File: src/rtl/truth_table_capture.sv
// truth_table_capture
//   Sweeps all 128 input vectors of a 7-input Boolean function under test
//   (FUT), samples its output after DUT_LATENCY+1 settle cycles per vector,
//   assembles the 128-bit truth table (bit i = f(i)) and offers it on a
//   valid/ready handshake.
//
//   Optional build macro: TTC_GOLDEN_CHECK_EN
//     Adds golden/mismatch/first_bad_idx ports that compare each sample
//     against an expected table and record the first differing index.
//     Without the macro those ports and their logic are absent; all other
//     behaviour is identical.

module truth_table_capture #(
  parameter int DUT_LATENCY = 0,
  parameter int NUM_INPUTS  = 7
) (
  input  logic         clk,
  input  logic         rst,
  input  logic         start,
  output logic [6:0]   x_drv,
  input  logic         fut_out,
  output logic         busy,
  output logic [127:0] table_out,
  output logic         table_valid,
  input  logic         table_ready
`ifdef TTC_GOLDEN_CHECK_EN
  ,
  input  logic [127:0] golden,
  output logic         mismatch,
  output logic [6:0]   first_bad_idx
`endif
);

  // Elaboration guards: the sweep is hard-wired to 7 inputs / 128 entries
  // and the settle counter is 4 bits wide.
  if (NUM_INPUTS != 7) begin : g_bad_num_inputs
    $error("truth_table_capture: NUM_INPUTS must be 7");
  end
  if (DUT_LATENCY < 0 || DUT_LATENCY > 15) begin : g_bad_latency
    $error("truth_table_capture: DUT_LATENCY must be in 0..15");
  end

  localparam logic [3:0] LAT      = 4'(DUT_LATENCY);
  localparam logic [6:0] LAST_IDX = 7'd127;

  typedef enum logic [1:0] {
    IDLE   = 2'd0,
    SETTLE = 2'd1,
    SAMPLE = 2'd2,
    HOLD   = 2'd3
  } state_e;

  state_e         state_q;
  logic [6:0]     idx_q;      // current vector; drives x_drv directly
  logic [3:0]     wcnt_q;     // settle-cycle counter
  logic           busy_q;
  logic           valid_q;
  logic [127:0]   table_q;
  logic [127:0]   table_d;

`ifdef TTC_GOLDEN_CHECK_EN
  logic           mismatch_q;
  logic [6:0]     first_bad_q;
  logic           bad_d;
`endif

  // Next table value: current table with the sample for idx_q inserted.
  always_comb begin
    // NOTE: assign a full default first so every path writes table_d and no latch is inferred.
    table_d        = table_q;
    table_d[idx_q] = fut_out;
  end

`ifdef TTC_GOLDEN_CHECK_EN
  // A sample disagrees with the expected table at the current index.
  assign bad_d = (fut_out != golden[idx_q]);
`endif

  // Sweep FSM: settle, sample, advance; hold the table until handshake.
  always_ff @(posedge clk) begin
    // NOTE: the whole table is a plain register bank, so it takes the synchronous reset like any other state.
    if (rst) begin
      state_q     <= IDLE;
      idx_q       <= '0;
      wcnt_q      <= '0;
      busy_q      <= 1'b0;
      valid_q     <= 1'b0;
      table_q     <= '0;
`ifdef TTC_GOLDEN_CHECK_EN
      mismatch_q  <= 1'b0;
      first_bad_q <= '0;
`endif
    end else begin
      // NOTE: non-blocking assignments so every register sees pre-edge values of the others.
      case (state_q)
        IDLE: begin
          if (start) begin
            idx_q       <= '0;
            wcnt_q      <= '0;
            busy_q      <= 1'b1;
            table_q     <= '0;
`ifdef TTC_GOLDEN_CHECK_EN
            mismatch_q  <= 1'b0;
            first_bad_q <= '0;
`endif
            state_q     <= SETTLE;
          end
        end

        SETTLE: begin
          if (wcnt_q == LAT) begin
            state_q <= SAMPLE;
          end else begin
            wcnt_q <= wcnt_q + 4'd1;
          end
        end

        SAMPLE: begin
          table_q <= table_d;
`ifdef TTC_GOLDEN_CHECK_EN
          // Only the first mismatch of a sweep records its index.
          if (bad_d && !mismatch_q) begin
            mismatch_q  <= 1'b1;
            first_bad_q <= idx_q;
          end
`endif
          if (idx_q == LAST_IDX) begin
            busy_q  <= 1'b0;
            valid_q <= 1'b1;
            state_q <= HOLD;
          end else begin
            idx_q   <= idx_q + 7'd1;
            wcnt_q  <= '0;
            state_q <= SETTLE;
          end
        end

        HOLD: begin
          // start is deliberately not looked at here, even on the handshake cycle.
          if (table_ready) begin
            valid_q <= 1'b0;
            state_q <= IDLE;
          end
        end

        default: state_q <= IDLE;
      endcase
    end
  end

  assign x_drv       = idx_q;
  assign busy        = busy_q;
  assign table_out   = table_q;
  assign table_valid = valid_q;
`ifdef TTC_GOLDEN_CHECK_EN
  assign mismatch      = mismatch_q;
  assign first_bad_idx = first_bad_q;
`endif

endmodule
File: config.mk
export PLATFORM = sky130hd
export DESIGN_NAME = truth_table_capture
export DESIGN_NICKNAME = d
export VERILOG_FILES = /design/src/rtl/truth_table_capture.sv
export SDC_FILE = /design/constraint.sdc
export NUM_CORES = 1
export LEC_CHECK = 0
export CELL_PAD_IN_SITES_DETAIL_PLACEMENT = 1
export CELL_PAD_IN_SITES_GLOBAL_PLACEMENT = 1
export CORE_ASPECT_RATIO = 2
export CORE_MARGIN = 3
export CORE_UTILIZATION = 43
export CTS_BUF_LIST = sky130_fd_sc_hd__clkbuf_4 sky130_fd_sc_hd__clkbuf_8
export DETAILED_ROUTE_END_ITERATION = 10
export PLACE_DENSITY_LB_ADDON = 0.1
export SLEW_MARGIN = 40
export SYNTH_ARGS = -nofsm -noshare
export SYNTH_HDL_FRONTEND = slang
export SYNTH_SLANG_ARGS = --single-unit
export TNS_END_PERCENT = 30
File: constraint.sdc
create_clock -name clk -period 3.1 [get_ports clk]
set_input_delay 0.62 -clock clk [delete_from_list [all_inputs] [get_ports clk]]
set_output_delay 0.62 -clock clk [all_outputs]
set_load 0.005 [all_outputs]
==> metrics, run 1 <==
outcome completed; Storage cell area 2870 um2; Post-synth EDFFs 0; # setup viols final 0; Hold Crit Endpoint table_out[86]; Async S/R FF share, synth 0; simple-gate portion of the synthesized area 0.222; Layout area overhead 28.2%; MaxCap Viol Count 0; FF-to-FF setup slack 0.91 ns; fin nets 784; share of cells above drive strength 1 0.108; vias 6,295; P per Cell Area 427 nW/um2; R2R Path Start x_drv[0]; initial drt markers 276; adder-cell share of the synthesized area 0.00572; H-tree Lvls 4; HP Class flop to flop; total negative slack 0 ns; crit path max-delay cell type dfxtp_2; Initial Utilization 0.441; Routed WL per cell 22.1 um; CTS tree yes; die width 93.4 um; hold buffers post-CTS 0; Worst-Margin Slew 0.784 ns; number of CTS-inserted buffers 17; critical path endpoint category output port; Seq/Total Area, Yosys 0.436; Core Footprint 14,900 um2; reg2reg path depth 5; Post-Syn Area per Cell 9.46 um2; DRT Pass-1 Iters 6; Die ar. 16,900 um2; Max Buffers Root-to-Sink 2; worst clock skew 0.0167 ns; clk root buf clkbuf_8; I/O pin count 142; CP required 2.48 ns; syn_nets 702; cts repair resizes 0; Critical path buffers and inverters 1; Detail Route Antenna Nets 0; antenna cells 0; Crit path max-delay family flip-flops; largest family of logic cells by synthesized area simple AND/OR/NAND/NOR gates; Post-synth top flop dfxtp_1; DRT Wirelength 21,800 um; slowest cell delay on critical path 0.82 ns; Compound-Gate Fraction of Synth Area 0.220; hold path depth 2; largest net degree at the start of global routing 67; Vias/cell 6.40; FP Rows 63; leakage power 2.47 nW; Die H 181 um; vias in the first global route 6,602; Cell Area, Synth 6570 um2; CP cell instances clkdlybuf4s50_1; Synth warnings 0; Sink Count 143; Synth Area in XOR/XNOR 0; Hold Vio Cnt, Final 0; Clock Latency Late Sink 0.45 ns; post-DP HPWL 14,300 um; clock-pin slew on the worst setup and hold paths 0.08 ns; Setup CP Type flop to output port; worst-path maximum fanout 30; Total Power 0.00359 W; postcts setup bufs 0; initial antenna violation count 0; GPL Wtd Cong 0.800; Max-slew headroom 0.477; DRC 0; GR Overflow Total 0; first-pass GRT wire length 35,200 um; startpoint types flop; multi-input logic area 2970 um2; max frequency 0.396 GHz; Crit Reg-Reg Endpoint table_out[63]; mux cell area share after synthesis 0; Port-buffer cells 141; GRT Resource Usage Total 0.260; synthesis-stage register bit count 143; Synth Instances 694; fill count 1,633; RSZ-0062 raised after global routing false; Critical Path AT 1.91 ns; fin crit period 2.53 ns; Distinct cells, synth 53; Max Transition Viols Final 0; HP Start table_out[86]; VDD IR-drop max 327 uV; period utilisation layout 0.815
-- per-stage QoR --
stage               utilization  worst slack, ns  hold slack (ns)  instance area [um2]  cells
finish                    0.565            0.575            0.480                 8410    984
global route              0.565            0.514            0.505                 8410    984
floorplan                     -             1.30            0.461                 6570    694
global placement          0.540            0.630            0.465                 8050    952
CTS                       0.565            0.559            0.485                 8410    984
detailed placement        0.540            0.595            0.470                 8050    952
-- synthesized netlist by cell type, types with 2 or more instances --
master | count | area (um2)
a21oi_1 | 6 | 30.0
a311oi_1 | 2 | 17.5
a32o_1 | 64 | 641
a41oi_1 | 2 | 17.5
and3_1 | 5 | 31.3
and4_1 | 2 | 17.5
and4b_1 | 4 | 40.0
buf_1 | 7 | 26.3
buf_2 | 37 | 185
buf_4 | 6 | 45.0
buf_6 | 2 | 22.5
clkbuf_1 | 58 | 218
dfxtp_1 | 143 | 2860
ha_1 | 3 | 37.5
inv_1 | 69 | 259
nand2_1 | 6 | 22.5
nand2b_1 | 5 | 31.3
nand3_1 | 21 | 105
nand3b_1 | 4 | 30.0
nand4_1 | 49 | 307
nand4b_1 | 4 | 35.0
nand4bb_1 | 6 | 67.6
nor2_1 | 2 | 7.51
nor2b_1 | 4 | 25.0
nor3_1 | 2 | 10.0
nor3b_1 | 2 | 15.0
nor4_1 | 65 | 407
nor4b_4 | 4 | 95.1
nor4bb_1 | 7 | 70.1
o21ai_0 | 4 | 20.0
o21ai_1 | 2 | 10.0
o22ai_1 | 2 | 12.5
o31ai_1 | 4 | 30.0
o32ai_1 | 64 | 561
or2_1 | 2 | 12.5
or4_1 | 4 | 30.0
or4b_1 | 5 | 50.1
-- placed cells by master (no fill, tap or decap), types with 6 or more instances in the layout --
cell type and count:
nand2_1 6, nor4_1 65, nand4_1 49, nand4bb_1 6
o32ai_1 64, nor4bb_1 7, dfxtp_1 138, a32o_1 64
nand3_1 21, clkbuf_8 17, clkdlybuf4s50_1 141, a21oi_1 6
inv_1 69, buf_4 29
-- state kept, by name, summed over array words and instances (netlist names) --
| signal | flops |
|---|---|
| state_q | 2 |
| x_drv | 7 |
| table_out | 128 |
| busy | 1 |
| table_valid | 1 |
| wcnt_q | 4 |
-- area by class of cell --
cell class / count / share of cell area
sequential: 143 / 0.341
clock buffer: 17 / 0.0278
clock inverter: 15 / 0.0153
inverter: 69 / 0.0308
timing repair buffer: 174 / 0.203
multi-input combinational: 371 / 0.353
tap: 195 / 0.0290
-- logic make-up (layout without fill, tap and decap cells) --
group / after synthesis / after routing
and+or+nand+nor: 208 / 208
adders and majority gates: 3 / 3
AOI/OAI and AO/OA: 160 / 160
DFF: 143 / 143
buffers and inverters: 180 / 275
-- worst reg2reg max path, delay by kind of cell, from the launching register on --
family | cells | cell delay, ns
AOI/OAI and AO/OA | 1 | 0.18
and+or+nand+nor | 2 | 0.69
buffers and inverters | 2 | 0.52
DFF | 1 | 0.76
-- power breakdown --
part / switching (W) / internal [W]
Clock: 0.000823 / 0.000582
Combinational: 0.000219 / 0.0000853
Sequential: 0.0000389 / 0.00184
-- routing by layer --
metal  vias to the layer above  GRT usage  share of wire
li1                       2897          -              -
met5                         -          0              0
met1                      3153      0.284           0.37
met3                        31     0.0471          0.050
met2                       214      0.480           0.56
met4                         0      0.108          0.021
-- how the worst max path moves through the flow --
| stage | from | depth (start not counted) | endpoint |
|---|---|---|---|
| 4_1_cts | x_drv[3] | 1 | x_drv[3] |
| 2_1_floorplan | fut_out | 6 | table_out[126] |
| 3_3_place_gp | start | 5 | table_out[69] |
| 5_1_grt | x_drv[0] | 1 | x_drv[0] |
| 6_report | x_drv[3] | 1 | x_drv[3] |
| 3_5_place_dp | start | 5 | table_out[107] |
(Power assumes the default switching activity.)
==> run 2: changes to the inputs <==
--- a/config.mk
+++ b/config.mk
@@ -9,7 +9,7 @@
 export CELL_PAD_IN_SITES_GLOBAL_PLACEMENT = 1
 export CORE_ASPECT_RATIO = 2
 export CORE_MARGIN = 3
-export CORE_UTILIZATION = 43
+export CORE_UTILIZATION = 40
 export CTS_BUF_LIST = sky130_fd_sc_hd__clkbuf_4 sky130_fd_sc_hd__clkbuf_8
 export DETAILED_ROUTE_END_ITERATION = 10
 export PLACE_DENSITY_LB_ADDON = 0.1
==> constraint.sdc (replaced) <==
create_clock -name clk -period 2.45 [get_ports clk]
set_input_delay 0.49 -clock clk [delete_from_list [all_inputs] [get_ports clk]]
set_output_delay 0.49 -clock clk [all_outputs]
set_load 0.005 [all_outputs]
==> run 2 against run 1 <==
  * Critical path depth grew 1
  * Cell area up 3.4%
  * Hold slack gained 0.00056 ns
  * Via count down 0.37%
  * Non-clock buffer count rose by 12
  * Clock-buffer cell count is 3 higher
  * Critical path type unchanged
  * Largest cell class unchanged
==> metrics, run 2 (synthesis results as in run 1) <==
crit path max-delay cell type dfxtp_2; final core occ 0.546 (-0.0192); H-tree Lvls 4 (unchanged); Sink Count 143 (unchanged); fill count 1,787 (+9.4%); die width 96.6 um (+3.4%); I/O pin count 142 (unchanged); met3 Use GR 0.0415 (-0.00562); Post-Place Cells 970 (+1.9%); Port-buffer cells 141 (unchanged); Total Power 0.00502 W (+40%); GPL Wtd Cong 0.781 (-2.3%); initial antenna violation count 0 (unchanged); Max Transition Viols Final 0 (unchanged); Clk pwr share 0.446 (+0.055); clock-pin slew on the worst setup and hold paths 0.09 ns (about the same); Detail Route Antenna Nets 0 (unchanged); Largest register FFs 128 (unchanged); CP cell instances buf_4, clkdlybuf4s50_1; internal power 0.00373 W (+48%); Critical Path AT 1.77 ns (-0.14 ns); Hold Vio Cnt, Final 0 (unchanged); Critical path buffers and inverters 2 (+1); Max-slew headroom 0.527 (+0.0503); Final WS setup 0.191 ns (-0.384 ns); Comb pwr share 0.082 (-0.003); # setup viols final 0 (unchanged); Routed WL per cell 22.2 um (about the same); Vias/cell 6.26 (-2.2%); Initial Utilization 0.412 (-0.0288); post-DP HPWL 14,700 um (+2.6%); CP required 1.96 ns (-0.52 ns); M2 GR Usage 0.453 (-0.0268); period utilisation layout 0.922; max frequency 0.443 GHz; fin nets 796 (+1.5%); postcts setup bufs 0 (unchanged); Layout area overhead 32.5%; RSZ-0062 raised after global routing false; Die ar. 18,100 um2 (+7.1%); slowest cell delay on critical path 0.59 ns (-0.23 ns); largest net degree at the start of global routing 99 (+48%); fin crit period 2.26 ns; Clock Latency Late Sink 0.44 ns (about the same); VDD IR-drop max 340 uV (+3.8%); number of CTS-inserted buffers 17 (unchanged); first-pass GRT wire length 35,100 um (-0.18%); share of cells above drive strength 1 0.117 (+0.00962); FP Rows 65 (+3.2%); DRT Wirelength 22,200 um (+1.9%); critical path endpoint category output port; GRT Resource Usage Total 0.247 (-0.0128); vias in the first global route 6,626 (+0.36%); HP Class flop to flop; MaxCap Viol Count 0 (unchanged); GR Overflow Total 0 (unchanged); outcome completed; Max Buffers Root-to-Sink 2 (unchanged); Crit path max-delay family buffers and inverters; antenna cells 0 (unchanged); cts repair resizes 0 (unchanged); most common cell after layout, fill and taps aside clkdlybuf4s50_1; Worst-Margin Slew 0.707 ns (-0.0769 ns); P per Cell Area 577 nW/um2 (+35%); Setup CP Type flop to output port; Core Footprint 15,900 um2 (+7.0%); leakage power 2.60 nW (+5.6%); worst-path maximum fanout 19 (-37%); Seq pwr share 0.471 (-0.053); DRT Pass-1 Iters 4 (-2); CTS tree yes; total negative slack 0 ns (unchanged); initial drt markers 199 (-28%); worst slack at placement 0.132 ns (-0.464 ns); met1 Track Usage GR 0.270 (-0.0137); most frequent cells in the layout clkdlybuf4s50_1, dfxtp_1, inv_1; switch share 0.258 (-0.0432); startpoint types flop; GRT busiest layer met2; clk root buf clkbuf_8; vias 6,272 (-0.37%); Finished Layout Cells 1,002 (+1.8%); DRC 0 (unchanged); Die H 187 um (+3.6%); net switching power 0.00129 W (+20%); worst clock skew 0.0153 ns (-0.00145 ns); hold buffers post-CTS 0 (unchanged)
run 2: layout make-up:
class,count,area (um2),area share
flip-flops and latches,143,2870,0.330
inverters,69,259,0.0298
repair buffers,186,1890,0.217
well taps,201,251,0.0289
clock buffers,20,263,0.0302
clock inverters,12,205,0.0236
multi-input cells,371,2960,0.340
run 2: metal layers:
layer / vias up / share of wire
li1: 2917 / -
met1: 3113 / 0.38
met2: 205 / 0.55
met3: 37 / 0.043
met4: 0 / 0.024
met5: - / 0
run 2: final timing paths:
| path | slack [ns] | from | cells after the start | end |
|---|---|---|---|---|
| setup / recovery | 0.19 | x_drv[5] | 2 | x_drv[5] |
| hold reg to reg | 0.48 | table_out[68] | 2 | table_out[68] |
| hold / removal | 0.48 | table_out[68] | 2 | table_out[68] |
| setup reg to reg | 0.47 | x_drv[3] | 4 | table_out[70] |
run 2: through the flow:
stage	instance area, um2	hold WS [ns]
floorplan	6570	0.461
global placement	8230	0.471
detailed placement	8230	0.471
CTS	8700	0.485
global route	8700	0.503
finish	8700	0.481
run 2: worst register-to-register path: stages (launching register included):
cell and delay, ns:
dfxtp_2 0.48, buf_4 0.27, or4b_1 0.71, nor4_1 0.29, o32ai_1 0.12
run 2: power groups by stage:
stage | sequential (W) | clock [W] | combinational (W)
4_1_cts | 0.00237 | 0.00229 | 0.000408
3_5_place_dp | 0.00242 | 0 | 0.000409
3_3_place_gp | 0.00242 | 0 | 0.000393
6_report | 0.00237 | 0.00224 | 0.000414
5_1_grt | 0.00237 | 0.00238 | 0.000439
2_1_floorplan | 0.00239 | 0 | 0.000284
